## config.mk

```make
export PLATFORM = sky130hd
export DESIGN_NAME = keystone_frame_gate
export DESIGN_NICKNAME = d
export VERILOG_FILES = /design/src/rtl/keystone_frame_gate.sv
export SDC_FILE = /design/constraint.sdc
export NUM_CORES = 1
export LEC_CHECK = 0
export CORE_AREA = 3 3 263 265
export DETAILED_ROUTE_END_ITERATION = 8
export DIE_AREA = 0 0 266 268
export PLACE_DENSITY = 0.59
export SLEW_MARGIN = 10
export SYNTH_ARGS = -nofsm -noshare
export SYNTH_HDL_FRONTEND = slang
export SYNTH_SLANG_ARGS = --single-unit
```

## constraint.sdc

```tcl
create_clock -name clock -period 5 [get_ports clock]
set_input_delay 0.5 -clock clock [delete_from_list [all_inputs] [get_ports clock]]
set_output_delay 0.5 -clock clock [all_outputs]
set_load 0.03 [all_outputs]
```

## src/rtl/keystone_frame_gate.sv

```systemverilog
// AXI4-Stream front end for the keystone core: aligns to SOF, buffers through a
// 2-entry skid FIFO, and latches the coefficient bank/enable only at frame start.
module keystone_frame_gate #(
    parameter int DATA_W     = 64,
    parameter int COEFF_W    = 32,
    parameter int NUM_COEFFS = 8,
    parameter int LINE_W     = 16
) (
    input  logic                          clock,
    input  logic                          reset,
    input  logic                          clock_en,

    input  logic [DATA_W-1:0]             s_tdata,
    input  logic                          s_tvalid,
    input  logic                          s_tuser,
    input  logic                          s_tlast,
    output logic                          s_tready,

    output logic [DATA_W-1:0]             m_tdata,
    output logic                          m_tvalid,
    output logic                          m_tuser,
    output logic                          m_tlast,
    input  logic                          m_tready,

    input  logic                          enable_in,
    input  logic [NUM_COEFFS*COEFF_W-1:0] coeff_in,
    input  logic [LINE_W-1:0]             line_length,
    output logic                          enable_out,
    output logic [NUM_COEFFS*COEFF_W-1:0] coeff_out,
    output logic [15:0]                   frame_count,
    output logic                          line_err,
    input  logic                          line_err_clr
);

    localparam int ENTRY_W = DATA_W + 2;

    typedef enum logic {
        SEEK_SOF = 1'b0,
        PASS     = 1'b1
    } state_t;

    state_t                          state_q, state_d;
    logic [1:0]                      occ_q, occ_d;
    logic                            rd_ptr_q, wr_ptr_q;
    logic [ENTRY_W-1:0]              mem_q [2];
    logic [LINE_W-1:0]               beat_q, beat_d, beat_len;
    logic                            line_err_q, line_err_d, err_set;
    logic [15:0]                     frame_q;
    logic [NUM_COEFFS*COEFF_W-1:0]   coeff_q;
    logic                            enable_q;

    logic accept, sof_acc, push, pop;
    logic [ENTRY_W-1:0] head;

    // NOTE: every signal written in always_comb gets a default first, otherwise a latch is inferred.
    always_comb begin
        state_d  = state_q;
        s_tready = 1'b0;
        if (clock_en && !reset) begin
            case (state_q)
                SEEK_SOF: s_tready = 1'b1;
                PASS:     s_tready = (occ_q < 2'd2);
                default:  s_tready = 1'b0;
            endcase
        end
        if (sof_acc) state_d = PASS;
    end

    assign accept  = s_tvalid & s_tready;
    assign sof_acc = accept & s_tuser;
    // Outside PASS only the SOF beat enters the buffer; everything before it is dropped.
    assign push    = accept & ((state_q == PASS) | s_tuser);
    assign pop     = m_tvalid & m_tready;

    always_comb begin
        occ_d = occ_q;
        case ({push, pop})
            2'b10:   occ_d = occ_q + 2'd1;
            2'b01:   occ_d = occ_q - 2'd1;
            default: occ_d = occ_q;
        endcase
    end

    // Beat count including the current beat; an SOF always restarts the line at 1.
    assign beat_len = s_tuser ? LINE_W'(1) : beat_q + LINE_W'(1);

    always_comb begin
        beat_d  = beat_q;
        err_set = 1'b0;
        if (push) begin
            if (s_tlast) begin
                beat_d = '0;
                if (line_length != '0 && beat_len != line_length) err_set = 1'b1;
            end else begin
                beat_d = beat_len;
            end
        end
        if (sof_acc && state_q == PASS && beat_q != '0) err_set = 1'b1;
        line_err_d = err_set | (line_err_q & ~line_err_clr);
    end

    // NOTE: sequential state uses non-blocking assignments so every register samples pre-edge values.
    always_ff @(posedge clock) begin
        if (reset) begin
            state_q    <= SEEK_SOF;
            occ_q      <= '0;
            rd_ptr_q   <= 1'b0;
            wr_ptr_q   <= 1'b0;
            beat_q     <= '0;
            line_err_q <= 1'b0;
            frame_q    <= '0;
            coeff_q    <= '0;
            enable_q   <= 1'b0;
        end else if (clock_en) begin
            state_q    <= state_d;
            occ_q      <= occ_d;
            beat_q     <= beat_d;
            line_err_q <= line_err_d;
            if (push) wr_ptr_q <= ~wr_ptr_q;
            if (pop)  rd_ptr_q <= ~rd_ptr_q;
            if (sof_acc) begin
                coeff_q  <= coeff_in;
                enable_q <= enable_in;
                frame_q  <= frame_q + 16'd1;
            end
        end
    end

    // NOTE: storage is left unreset; outputs are masked while empty so stale entries never show.
    always_ff @(posedge clock) begin
        if (push) mem_q[wr_ptr_q] <= {s_tdata, s_tuser, s_tlast};
    end

    assign head     = mem_q[rd_ptr_q];
    assign m_tvalid = (occ_q != 2'd0) & clock_en;
    assign m_tdata  = (occ_q != 2'd0) ? head[ENTRY_W-1:2] : '0;
    assign m_tuser  = (occ_q != 2'd0) & head[1];
    assign m_tlast  = (occ_q != 2'd0) & head[0];

    assign enable_out  = enable_q;
    assign coeff_out   = coeff_q;
    assign frame_count = frame_q;
    assign line_err    = line_err_q;

endmodule

```

---- Yosys cells after proc, flatten, opt, wreduce, memory -nomap -nowiden ----
Memory sizes are Yosys's and may differ from the RTL's. A register that Yosys moved wholly into a read port is not among the register bits.
Index checks and enable logic that the tools add are counted.
W data, S select, Z words.
storage, ports and cells
  output and inout port bits .............. 342
  memory bits (writable) .................. 132
  bits of input ports ..................... 345
  register bits after elaboration ......... 295
  memories kept ........................... 1
  logic and storage cells ................. 59
memory list
  memory  depth  bits a word  rd ports  clocked after Yosys merged registers in  wr ports  RTL line  RTL
  mem_q   2      66           1         1                                        1         45        logic [ENTRY_W-1:0] mem_q [2];
cells by class
  order comparisons ....................... 1
  bitwise logic cells ..................... 14
  mux-type cells .......................... 14
  reductions and logical operators ........ 13
  add/subtract/negate cells ............... 4
  eq/ne operators ......................... 3
operators by type and width
  operator                 number
  $mux W64                 1
  $add A16 B1 Y16 const B  2
  $mux W16                 2
  $reduce_bool A16 Y1      2
  $ne A16 B16 Y1           1
  $mux W1                  9
  $and A1 B1 Y1            8
  $reduce_and A2 Y1        4
  $logic_and A1 B1 Y1      4
  $not A1 Y1               4
  $pmux W2 S2              1
  $reduce_bool A2 Y1       2
  $add A2 B1 Y2 const B    1
  $eq A2 B1 Y1 const B     1
  $eq A2 B2 Y1 const B     1
  $lt A2 B2 Y1 const B     1
  $or A1 B1 Y1             2
  $pmux W1 S2              1
  $sub A2 B1 Y2 const B    1
  $logic_not A1 Y1         1

---- Longest topological paths before layout ----
Gate-level depths: netlist (run 1).
  word-level depth ........................ 9
  depth in mapped cells ................... 11
  depth with buffers taken out ............ 9

---- Least setup slack after synthesis (run 1) ----
Ideal clock, no wire load.
  kind .................................... input-to-reg
  start point ............................. input port reset
  end point ............................... memory mem_q[0][0] (netlist bit) (enable)
  setup time .............................. 0.491 ns
  arrival ................................. 4.543 ns
  path buffers ............................ 3
  stages on the path ...................... 7
  slack ................................... -0.034 ns
  cell sequence ........................... clkbuf_1 > and3b_1 > o21a_1 > clkbuf_1 > clkinv_1 > clkbuf_1 > nor2_1
on the way
  cells in the longest elaborated chain, start to end .. 7
ends and longest elaborated chain
  item                           RTL line  RTL
  start: declaration             10        input logic reset,
  $logic_not A1 Y1               59        if (clock_en && !reset) begin
  $logic_and A1 B1 Y1            59
  $mux W1                        59
  $and A1 B1 Y1                  69        assign accept = s_tvalid & s_tready;
  $and A1 B1 Y1                  72        assign push = accept & ((state_q == PASS) | s_tuser);
  $mux W1                        131       if (push) mem_q[wr_ptr_q] <= {s_tdata, s_tuser, s_tlast};
  $mux W1 (not written as such)  131
  end: declaration               45
Every way passes these cells.

==> reports/qor.yml, run 1 <==
power_and_ir_drop:
  share_seq_of_total_power: 0.462
  power.share.combinational: 0.091
  power_density_mw_per_mm2: 311.2
  power.switching_fraction: 0.2253
  netSwitchingPower_uw: 1789
  power.share.clock: 0.448
  p_leak_uw: 0.008347
  vdd.ir_drop.worst_mv: 0.2239
  p_int_uw: 6151
die:
  std_cell_rows: 95
  floorplan.io_pins: 687
  die-width_um: 266
  chipHeight_um: 268
  core_area_mm2: 0.06704
  initial_utilization: 0.2415
  die-area_mm2: 0.07129
global_route:
  antenna_found_initial: 12
  gr-usage-all-layers: 0.1537
  globalRoute.totalOverflow: 0
  number_of_global_route_vias_before_repair: 14211
  pin_count_of_the_biggest_net_entering_global_routing: 143
  grt_first_pass_wirelength_mm: 85.27
worst_setup_path:
  critPathCaptureType: "output pin"
  type_of_origin_of_the_critical_path: "flip-flop"
  critical_path_arrival_ps: 2930
  worst-endpoint-required_ps: 4500
  timing.reg2reg.setup_slack_ps: 1850
  crit_path_max_fanout: 47
  setup.worst_path.class: "flip-flop to output pin"
clock_tree:
  tritoncts_clock_tree: "done"
  cts_htree_levels: 2
  post_cts_resized: 0
  clkSinkCount: 428
  tritoncts.num_buffers: 48
  worst_skew_pair.late_latency_ps: 570
  cts_setup_buffers: 0
  ctsLongestPathBuffers: 3
  clock_tree.root_cell: "sky130_fd_sc_hd__clkbuf_16"
  clk_pin_slew_worst_paths_ps: 60
  hold_buffers: 0
synth:
  ys.flop_type: "sky130_fd_sc_hd__dfxtp_1"
  part_of_the_yosys_area_used_for_sequential_elements: 0.6108
  seq_cells_post_synth: 428
  synth_edf_count: 132
  synth.cell_area_mm2: 0.01619
  synth.distinct_cells: 54
  synthesis_warning_total: 0
  asyncSetResetFlopFracSynth: 0
  postSynthAreaPerCell_um2: 9.353
  netlist_instances: 1731
  postSynthNetCount: 2080
place:
  place.detailed.hpwl_mm: 42.38
  portBuffers: 686
  routabilityCongestion: 0.8320
timing:
  hold_viol_final: 0
  finalMaxSlewViolations: 0
  setup_viol: 0
  finalClockSkew_ps: 16.53
  timing.final.crit_period_ps: 3434
  final.period_utilization: 0.6869
  setup_total_negative_slack_ps: 0
  tightestPinTransition_ps: 1137
  timing.max_slew.rel_slack: 0.2423
  timing.fmax_ghz: 0.2912
  rsz_0062_raised_after_global_routing: "false"
drt:
  drc_errors: 0
  routed_wirelength_mm: 58.68
  route.antenna.remaining_nets: 0
  detailedRoute.firstIterationViolations: 916
  detail_route.first_pass.iterations: 5
  drt-vias-per-instance: 4.471
  drt-wirelength-per-cell_um: 17.93
  via_count: 14634
job:
  timing.max_cap.violations: 0
finish:
  final_core_utilization: 0.3806
  layout-area-overhead-vs-synth_pct: 57.58
  final_layout_size_suffix_gt1_frac: 0.04337
  finish.net_count: 2711
hold_path:
  hp-class: "input pin to flip-flop"
run_status:
  outcome: "finished, final reports clean"
## layout make-up
class	instances	area, µm²
Antenna cell	2	5.005
Clock buffer	67	1343
Clock inverter	19	244.0
Fill cell	6661	41530
Inverter	12	45.04
Multi-Input combinational cell	1170	5824
Sequential cell	428	9893
Tap cell	873	1092
Timing Repair Buffer	702	7067
## cell usage after synthesis (3+ instances only)
cell type                  number  area, µm²
sky130_fd_sc_hd__a21oi_1      285       1426
sky130_fd_sc_hd__a31oi_1        5      31.28
sky130_fd_sc_hd__and2_1         7      43.79
sky130_fd_sc_hd__and3_1         4      25.02
sky130_fd_sc_hd__buf_1          6      22.52
sky130_fd_sc_hd__buf_2          3      15.01
sky130_fd_sc_hd__clkbuf_1     112      420.4
sky130_fd_sc_hd__dfxtp_1      296       5926
sky130_fd_sc_hd__edfxtp_1     132       3964
sky130_fd_sc_hd__ha_1           4      50.05
sky130_fd_sc_hd__inv_1         11      41.29
sky130_fd_sc_hd__mux2i_1       70      700.7
sky130_fd_sc_hd__nand2_1      536       2012
sky130_fd_sc_hd__nand3_1       15      75.07
sky130_fd_sc_hd__nand3b_1       3      22.52
sky130_fd_sc_hd__nand4_1       12      75.07
sky130_fd_sc_hd__nor2_1       107      401.6
sky130_fd_sc_hd__nor2b_1        7      43.79
sky130_fd_sc_hd__nor3_1         6      30.03
sky130_fd_sc_hd__nor4_1        10      62.56
sky130_fd_sc_hd__o21ai_0       20      100.1
sky130_fd_sc_hd__o31ai_1        4      30.03
sky130_fd_sc_hd__or3_1         13      81.33
sky130_fd_sc_hd__xnor2_1       14      122.6
sky130_fd_sc_hd__xor2_1        15      131.4
## worst paths after layout
path         cells after the start        endpoint           start
max                              4     m_tdata[30]       flip-flop
min                              2      enable_out           reset
max reg2reg                      7        line_err       beat_q[0]
min reg2reg                      2  coeff_out[252]  coeff_out[252]
## critical path, stage by stage (launching register included)
cell and delay (ps):
sky130_fd_sc_hd__dfxtp_4 880, sky130_fd_sc_hd__buf_4 470, sky130_fd_sc_hd__mux2i_1 130, sky130_fd_sc_hd__nor2_1 180, sky130_fd_sc_hd__clkdlybuf4s50_1 700
## layout by cell type (no fill, tap or decap), drive strengths merged, types with 2 or more instances in the layout
cell type,Yosys,final
a21boi,2,2
a21oi,285,285
a31oi,5,5
a41oi,2,2
and2,7,7
and3,4,4
and4b,2,2
buf,9,17
bufinv,0,5
clkbuf,112,67
clkdlybuf4s50,0,685
clkinv,1,12
dfxtp,296,296
diode,0,2
edfxtp,132,132
ha,4,4
inv,11,14
mux2i,70,70
nand2,536,536
nand3,15,15
nand3b,3,3
nand4,13,13
nor2,107,107
nor2b,7,7
nor3,6,6
nor4,10,10
o21ai,20,20
o31ai,4,4
or2,2,2
or3,14,14
or4,5,5
xnor2,14,14
xor2,15,15
## per-layer routing
metal,routed length [µm],vias up,GRT usage
li1,-,7081,-
met3,5870,112,0.06217
met5,100,-,0
met2,28360,602,0.2661
met1,22230,6825,0.1696
met4,2123,14,0.05898
## logic make-up (layout without fill, tap and decap cells)
kind of cell	Yosys count	count (layout)	synth area share
simple gates	736	736	0.1866
other cells	0	2	0
fa+ha+maj	4	4	0.003091
compound gates	329	329	0.1066
mux	70	70	0.04328
buf+inv	133	800	0.03107
flops	428	428	0.6108
xor+xnor	31	31	0.01855
## per-stage QoR
stage | cell area (µm²) | worst slack [ps] | hold WS [ps] | cells | power (µW)
floorplan | 16190 | 1072 | 466.4 | 1731 | 4006
global placement | 23920 | 1466 | 440.4 | 3185 | 4454
detailed placement | 23920 | 1463 | 445.7 | 3185 | 4465
CTS | 25510 | 1426 | 295.9 | 3271 | 8073
global route | 25510 | 1378 | 321.9 | 3272 | 8254
finish | 25510 | 1566 | 344.2 | 3273 | 7940
## power by group through the flow
stage	Clock, µW	Sequential [µW]	Combinational (µW)
after floorplan	0	3820	182
after global placement	0	3740	715
after detailed placement	0	3740	723
after CTS	3680	3670	727
after global routing	3820	3670	765
final	3550	3670	720
## state kept, by name, indices dropped and copies added, names as in the netlist, named ones only
signal / count
coeff_out: 256
mem_q: 132
rd_ptr_q: 1
occ_q: 2
beat_q: 16
enable_out: 1
state_q: 1
frame_count: 16
wr_ptr_q: 1
line_err: 1
(Power assumes the default switching activity.)
==> inputs of run 2 (changes only) <==
==> constraint.sdc (replaced) <==
create_clock -name clock -period 3 [get_ports clock]
set_input_delay 0.3 -clock clock [delete_from_list [all_inputs] [get_ports clock]]
set_output_delay 0.3 -clock clock [all_outputs]
set_load 0.03 [all_outputs]
==> run 2 against run 1 <==
Compared with the run above: register-to-register slack lost 1600 ps; die area is the same; final cell count grew 0.46%; clock power grew 65%; clock skew grew 4.2 ps; final area grew 0.61%; worst hold slack lost 79 ps; count of clock-buffer cells in the layout grew 5; largest cell class unchanged; worst setup slack lost 1300 ps; critical endpoint is now m_tdata[62].
==> reports/qor.yml, run 2 (same netlist as run 1, synthesis figures left out) <==
clock_tree:
  cts_setup_buffers: 0
  tritoncts_clock_tree: "done"
  clkSinkCount: 428
  clock_tree.root_cell: "sky130_fd_sc_hd__clkbuf_16"
  clk_pin_slew_worst_paths_ps: 60
  hold_buffers: 1
  tritoncts.num_buffers: 49
  ctsLongestPathBuffers: 3
  cts_htree_levels: 2
  post_cts_resized: 0
  worst_skew_pair.late_latency_ps: 570
timing:
  rsz_0062_raised_after_global_routing: "false"
  tightestPinTransition_ps: 1023
  timing.final.crit_period_ps: 2738
  finalMaxSlewViolations: 0
  setup_total_negative_slack_ps: 0
  hold_viol_final: 0
  timing.max_slew.rel_slack: 0.3182
  setup_viol: 0
  final.period_utilization: 0.9125
  finalClockSkew_ps: 20.70
  timing.fmax_ghz: 0.3653
die:
  std_cell_rows: 95
  die-width_um: 266
  core_area_mm2: 0.06704
  chipHeight_um: 268
  die-area_mm2: 0.07129
  initial_utilization: 0.2415
  floorplan.io_pins: 687
hold_path:
  hp-class: "input pin to flip-flop"
  worstHoldPathCells: 3
  hp-start: "coeff_in[66]"
  hold-path-endpoint: "coeff_out[66]"
worst_setup_path:
  timing.reg2reg.setup_slack_ps: 300
  type_of_origin_of_the_critical_path: "flip-flop"
  crit_cells: 4
  r2r-end: "line_err"
  crit_path_max_fanout: 24
  setup.worst_path.class: "flip-flop to output pin"
  reg2regPathDepth: 6
  crit_path_max_incr_delay_ps: 610
  critPathSlowestCell: "sky130_fd_sc_hd__dfxtp_4"
  worst-endpoint-required_ps: 2700
  critPathCaptureType: "output pin"
  critical_path.top_delay_family: "buffers and inverters"
  timing.critical_path.cells: "buf_12 > mux2i_1 > nor2_1 > clkdlybuf4s50_1"
  worstPathBufferInverterCount: 2
  critical_path_arrival_ps: 2440
  r2r-start: "beat_q[7]"
global_route:
  gr-usage-all-layers: 0.1588
  pin_count_of_the_biggest_net_entering_global_routing: 184
  number_of_global_route_vias_before_repair: 14568
  globalRoute.totalOverflow: 0
  antenna_found_initial: 5
  grt_first_pass_wirelength_mm: 88.13
drt:
  drc_errors: 0
  routed_wirelength_mm: 60.05
  drt-wirelength-per-cell_um: 18.26
  detailedRoute.firstIterationViolations: 948
  via_count: 14624
  route.antenna.remaining_nets: 0
  drt-vias-per-instance: 4.448
  detail_route.first_pass.iterations: 5
finish:
  finish.net_count: 2726
  largest_register_ffs: 256
  layout-area-overhead-vs-synth_pct: 58.55
  layout.cells.most_common: "sky130_fd_sc_hd__clkdlybuf4s50_1"
  final_layout_size_suffix_gt1_frac: 0.04640
  final_core_utilization: 0.3829
  most-common-layout-cells: "sky130_fd_sc_hd__clkdlybuf4s50_1, sky130_fd_sc_hd__nand2_1, sky130_fd_sc_hd__dfxtp_1, sky130_fd_sc_hd__a21oi_1, sky130_fd_sc_hd__edfxtp_1"
  final_cell_count_without_fillers: 3288
place:
  portBuffers: 686
  routabilityCongestion: 0.8618
  place.detailed.hpwl_mm: 44.38
  place_inst: 3198
power_and_ir_drop:
  p_leak_uw: 0.008419
  vdd.ir_drop.worst_mv: 0.4126
  power_density_mw_per_mm2: 513.6
  fin_total_pwr_uw: 13180
run_status:
  outcome: "finished, final reports clean"
job:
  timing.max_cap.violations: 0
run 2: changes by cell type in the layout (fill, tap and decap cells not counted), moves of 2 or more:
cell	change
sky130_fd_sc_hd__clkinvlp_4	+2
sky130_fd_sc_hd__bufinv_16	-3
sky130_fd_sc_hd__buf_12	+5
sky130_fd_sc_hd__buf_4	+8
sky130_fd_sc_hd__clkbuf_1	+2
sky130_fd_sc_hd__clkinv_2	-7
sky130_fd_sc_hd__clkinv_1	+5
sky130_fd_sc_hd__clkbuf_16	+2
run 2: layout make-up:
class                   instances  area, µm²
clock inverters                16      161.4
diodes                          1      2.502
well taps                     873       1092
inverters                      12      45.04
flip-flops and latches        428       9893
repair buffers                716       7237
fillers                      6666      41370
clock buffers                  72       1414
multi-input cells            1170       5824
run 2: per-stage QoR:
stage	hold slack [ps]	area, µm²	setup WS [ps]
2_1_floorplan	398.9	16200	125.1
3_3_place_gp	441.6	24080	347.9
3_5_place_dp	445.8	24080	304.3
4_1_cts	209.0	25670	160.4
5_1_grt	234.4	25670	92.10
6_report	265.7	25670	262.4
run 2: worst max-delay path by stage:
stage / from / end / slack [ps]
final: flip-flop / m_tdata[62] / 260
after global routing: flip-flop / m_tdata[10] / 90
after CTS: flip-flop / m_tdata[62] / 160
after detailed placement: beat_q[7] / line_err / 300
after global placement: clock_en / occ_q[1] / 350
after floorplan: reset / mem_q[0][0] / 130
run 2: power breakdown:
group	total, µW	switching (µW)	internal [µW]
Sequential	6110	48.1	6060
Combinational	1220	575	644
Clock	5850	2420	3440
run 2: per-layer routing:
metal / GRT usage / share of wire / vias up
li1: - / - / 7115
met3: 0.06171 / 0.098 / 88
met2: 0.2812 / 0.49 / 579
met5: 0 / 0.0013 / -
met4: 0.04876 / 0.028 / 10
met1: 0.1764 / 0.38 / 6832
run 2: worst reg2reg max path, delay by kind of cell (launching register included):
kind / cells / cell delay, ps
AOI/OAI and AO/OA: 3 / 700
DFF: 1 / 520
and+or+nand+nor: 3 / 1360
